## src/rtl/instruction_fetch.sv

```systemverilog
// Instruction fetch unit: IDLE/FETCH/ISSUE sequencer with Branch/Jump PC redirect.
// Define INSTRUCTION_FETCH_DELAY_SLOT_EN for MIPS branch-delay-slot behaviour.
module instruction_fetch #(
    parameter logic [31:0] RESET_PC = 32'h00000000
) (
    input  logic        clk,
    input  logic        rst,
    output logic        imem_req,
    output logic [31:0] imem_addr,
    input  logic        imem_ready,
    input  logic [31:0] imem_rdata,
    output logic [31:0] instr_out,
    output logic [31:0] pc_out,
    output logic        instr_valid,
    input  logic        instr_ready,
    input  logic        Branch,
    input  logic        Jump,
    input  logic        Zero
);
    typedef enum logic [1:0] {
        IDLE  = 2'd0,
        FETCH = 2'd1,
        ISSUE = 2'd2
    } state_t;

    state_t      state_r;
    state_t      next_state_s;
    logic [31:0] pc_r;
    logic [31:0] instr_r;
    logic [31:0] pc_out_r;
    logic        imem_req_r;
    logic        instr_valid_r;
    logic        fetch_done_s;
    logic        issue_done_s;
    logic [31:0] seq_pc_s;
    logic [31:0] jump_tgt_s;
    logic [31:0] branch_tgt_s;
    logic [31:0] redirect_tgt_s;
    logic [31:0] next_pc_s;
    logic        redirect_s;

    function automatic logic [31:0] branch_offset(input logic [15:0] imm);
        return {{14{imm[15]}}, imm, 2'b00};
    endfunction

    // Next-state decode and handshake strobes.
    always_comb begin
        next_state_s = state_r;
        fetch_done_s = 1'b0;
        issue_done_s = 1'b0;
        case (state_r)
            IDLE: begin
                next_state_s = FETCH;
            end
            FETCH: begin
                if (imem_ready) begin
                    next_state_s = ISSUE;
                    fetch_done_s = 1'b1;
                end else begin
                    next_state_s = FETCH;
                end
            end
            ISSUE: begin
                if (instr_ready) begin
                    next_state_s = FETCH;
                    issue_done_s = 1'b1;
                end else begin
                    next_state_s = ISSUE;
                end
            end
            default: begin
                next_state_s = IDLE;
            end
        endcase
    end

    // Redirect target; Jump wins over a taken Branch.
    always_comb begin
        seq_pc_s     = pc_out_r + 32'd4;
        jump_tgt_s   = {seq_pc_s[31:28], instr_r[25:0], 2'b00};
        branch_tgt_s = seq_pc_s + branch_offset(instr_r[15:0]);
        redirect_s   = Jump | (Branch & Zero);
        if (Jump) begin
            redirect_tgt_s = jump_tgt_s;
        end else if (Branch && Zero) begin
            redirect_tgt_s = branch_tgt_s;
        end else begin
            redirect_tgt_s = seq_pc_s;
        end
    end

`ifdef INSTRUCTION_FETCH_DELAY_SLOT_EN
    logic        ds_pending_r;
    logic [31:0] ds_target_r;

    // Next PC: the slot instruction follows sequentially, then the latched target.
    always_comb begin
        if (ds_pending_r) begin
            next_pc_s = ds_target_r;
        end else begin
            next_pc_s = seq_pc_s;
        end
    end

    // Pending redirect; Branch/Jump of the slot instruction itself are ignored.
    always_ff @(posedge clk) begin
        if (!rst) begin
            ds_pending_r <= 1'b0;
            ds_target_r  <= 32'h00000000;
        end else if (issue_done_s) begin
            if (ds_pending_r) begin
                ds_pending_r <= 1'b0;
            end else if (redirect_s) begin
                ds_pending_r <= 1'b1;
                ds_target_r  <= redirect_tgt_s;
            end
        end
    end
`else
    // Next PC: redirect applies to the very next fetch.
    always_comb begin
        if (redirect_s) begin
            next_pc_s = redirect_tgt_s;
        end else begin
            next_pc_s = seq_pc_s;
        end
    end
`endif

    // State, registered strobes, held instruction and PC.
    always_ff @(posedge clk) begin
        if (!rst) begin
            state_r       <= IDLE;
            pc_r          <= RESET_PC;
            instr_r       <= 32'h00000000;
            pc_out_r      <= 32'h00000000;
            imem_req_r    <= 1'b0;
            instr_valid_r <= 1'b0;
        end else begin
            state_r       <= next_state_s;
            imem_req_r    <= (next_state_s == FETCH);
            instr_valid_r <= (next_state_s == ISSUE);
            if (fetch_done_s) begin
                instr_r  <= imem_rdata;
                pc_out_r <= pc_r;
            end
            if (issue_done_s) begin
                pc_r <= next_pc_s;
            end
        end
    end

    assign imem_req    = imem_req_r;
    assign imem_addr   = pc_r;
    assign instr_out   = instr_r;
    assign pc_out      = pc_out_r;
    assign instr_valid = instr_valid_r;

endmodule

```

## config.mk

```make
export PLATFORM = sky130hd
export DESIGN_NAME = instruction_fetch
export DESIGN_NICKNAME = d
export VERILOG_FILES = /design/src/rtl/instruction_fetch.sv
export SDC_FILE = /design/constraint.sdc
export NUM_CORES = 1
export LEC_CHECK = 0
export ABC_CLOCK_PERIOD_IN_PS = 4950
export CORE_MARGIN = 10
export CORE_UTILIZATION = 41
export CTS_CLUSTER_SIZE = 16
export DETAILED_ROUTE_END_ITERATION = 12
export HOLD_SLACK_MARGIN = 0.1
export PLACE_DENSITY = 0.67
export SLEW_MARGIN = 20
export SYNTH_ARGS = -nofsm -noshare
export SYNTH_HDL_FRONTEND = slang
export SYNTH_SLANG_ARGS = --single-unit
export TNS_END_PERCENT = 1
```

## constraint.sdc

```tcl
create_clock -name clk -period 4.95 [get_ports clk]
set_input_delay 0.99 -clock clk [delete_from_list [all_inputs] [get_ports clk]]
set_output_delay 0.99 -clock clk [all_outputs]
set_load 0.01 [all_outputs]
```

==> run metrics <==
Synth top area share=32.6%; routed wire length per instance=around 19 um; Final Skew=0.0110 ns; worst endpoint required time=5.24 ns; commonest non-fill, non-tap cells in the layout=206 x nand2_1, 136 x clkdlybuf4s50_1, 114 x a21oi_1, 100 x dfxtp_1, 45 x nor2_1; Hold-fix buffers, CTS=0; Synth Instances=823; crit path kind=reg -> reg; min cycle time layout=4.18 ns; synthesized area=6140 um2; slowest stage delay, CP=0.65 ns; synth top area cells=dfxtp_1 33%, nand2_1 13%, a21oi_1 9.3%, ha_1 7.5%, xnor2_1 5.3%; Crit. End Element=flop; crit path max fanout=8; core area=14600 um2; ys flop type=dfxtp_1; Vias/cell=5.61; Yosys top cell by area=dfxtp_1; die area=20300 um2; Overall Global Routing Usage=20.7%; CP Launch Type=flop; Slew Viols, Final=0; DR pass1 iterations=5; Worst Path Arrival=4.47 ns; Clk Latency, worst-skew pair=0.36 ns; initial drt markers=around 520; Worst Tran Pin Value=~0.92 ns; global-route wire length before repair=33400 um; post-CTS sizing=0; Rel. slew slack=38.6%; Fin Setup TNS=0 ns; PwrDens=224 nW/um2; final setup fails=0; ratio of cells with drive above 1 in the final layout=under 10%; Critical Path Slowest Stage Cell=nor4_1; DRT Wirelength=roughly 21000 um; sequential share of power=47.7%; Clock transition at path regs=0.07 ns; Clock Power Share=approximately two fifths; Die Ht=about 140 um; leakage=2.91 nW; NumNets Final=between 1000 and 1500; Hold Path Class=reg -> reg; maximum vdd drop=0.219 mV; initial antenna violation count=0; n_diodes=0; CTS tree=done; post-synthesis average cell area=7.46 um2; GRT Residual Overflow=0; share of total power in combinational logic=12.2%; asr flop ratio synth=0%; WP buf/inv=0; Synthesis Warnings=0; most common cell after layout, fill and taps aside=nand2_1; RSZ-0062 raised after global routing=false; H-Tree Depth=3; root buf cell=clkbuf_16; Fin Hold WS=approximately 0.45 ns; starting density of the core=42.1%; MaxCap Viol Count=0; FMAX=239 MHz; Max clock buf depth=2; largest net degree at the start of global routing=84; # port buffers=between 100 and 150; sequential area share after synthesis=about 33%; Post-CTS Setup Bufs=0; Final Cycle Share=84.4%; DP HPWL=15900 um; Die Wd=142 um; routability cong.=1.01; P_int=roughly 1.3 mW; Final Non-Filler Cells=1123; Syn Nets=900; Seq cells post-synth=100; CTS Buf Count=9; Vias=approximately 6300; P&R area growth vs syn=28.4%; family with the most delay on the worst path=simple AND/OR/NAND/NOR gates; vias in the first global route=5806; Switch Pwr=0.447 mW; Final ANT Viol Nets=0; status=completed; sw frac=25.3%; library cells used by synthesis=63; Final Hold Vio Count=0; Sink Count=100; number of enable flip-flop cells after synthesis=0; DP Cell Count=around 1100; I/O pins=between 100 and 150; FP Rows=44; crit-path cells=and4_1, nand4_1, nor4_1, xor2_1, ha_1, a21oi_2, o21ai_1, or4_1, a31o_1, a21oi_1, a21oi_1, or4_1, nand3_1; DRC Markers=0; FILL cells=roughly 1400
## worst register-to-register path, cell delays in order (launching register included)
cell and delay, ns:
dfxtp_1 0.45, and4_1 0.29, nand4_1 0.33, nor4_1 0.65
xor2_1 0.18, ha_1 0.45, a21oi_2 0.20, o21ai_1 0.10
or4_1 0.40, a31o_1 0.22, a21oi_1 0.19, a21oi_1 0.11
or4_1 0.47, nand3_1 0.09
## cell usage after synthesis (all sizes together), types with 11 or more instances
cell	number
a21oi	115
nand4	17
dfxtp	100
nand3	24
nor3	11
clkbuf	31
a21o	12
ha	37
o211ai	20
xnor2	37
buf	12
xor2	14
o21ai	34
nand2	206
nor2	47
and3	13
## per-layer routing
| layer | vias up | part of all wire, % | global-route usage [%] |
|---|---|---|---|
| met5 | - | 0 | 0 |
| met4 | 0 | 1.9 | 6.18 |
| met3 | 27 | 8.3 | 6.04 |
| met2 | 222 | 44 | 31.6 |
| met1 | 2928 | 45 | 27.7 |
| li1 | 3118 | - | - |
## sequential cells by signal, indices dropped and copies added, names as in the netlist
register	flops
imem_addr	32
imem_req	1
instr_out	32
pc_out	32
state_r	2
instr_valid	1
## cell type report
cell class              count  area, um2  area share (%)
inverters                  11       41.3           0.524
clock inverters             2       35.0           0.445
multi-input cells         669       3900            49.5
clock buffers              13        250            3.18
well taps                 184        230            2.92
repair buffers            144       1420            18.0
flip-flops and latches    100       2000            25.4
## kinds of logic (layout without fill, tap and decap cells)
| group | Yosys count | in the layout | share of synthesized area [%] |
|---|---|---|---|
| AOI/OAI and AO/OA | 230 | 230 | 22.8 |
| xor gates and xnor gates | 51 | 51 | 7.28 |
| adders and majority gates | 38 | 38 | 7.87 |
| buffers and inverters | 54 | 170 | 4.02 |
| DFF | 100 | 100 | 32.6 |
| muxes | 3 | 3 | 0.489 |
| and+or+nand+nor | 347 | 347 | 24.9 |
## final timing paths
check	from	endpoint	slack, ns	cells past startpoint
hold reg to reg	instr_out[28]	instr_out[28]	0.45	2
setup reg to reg	pc_out[12]	imem_addr[31]	0.77	13
hold / removal	instr_out[28]	instr_out[28]	0.45	2
setup / recovery	pc_out[12]	imem_addr[31]	0.77	13
## power by group through the flow
stage	combinational, mW	clock (mW)	sequential, mW
after detailed placement	0.215	0	0.859
after CTS	0.217	0.723	0.841
after floorplan	0.110	0	0.862
final	0.215	0.709	0.841
after global placement	0.215	0	0.859
after global routing	0.235	0.749	0.843
## stage by stage
stage	utilization, %	setup WS, ns	power [mW]	instance area (um2)
3_3_place_gp	52.0	0.833	1.07	7590
2_1_floorplan	-	1.43	0.971	6140
3_5_place_dp	52.0	0.818	1.07	7590
4_1_cts	54.0	0.789	1.78	7880
6_report	54.0	0.771	1.76	7880
5_1_grt	54.0	0.451	1.83	7880
No activity file was read; power rests on OpenSTA's default activity.
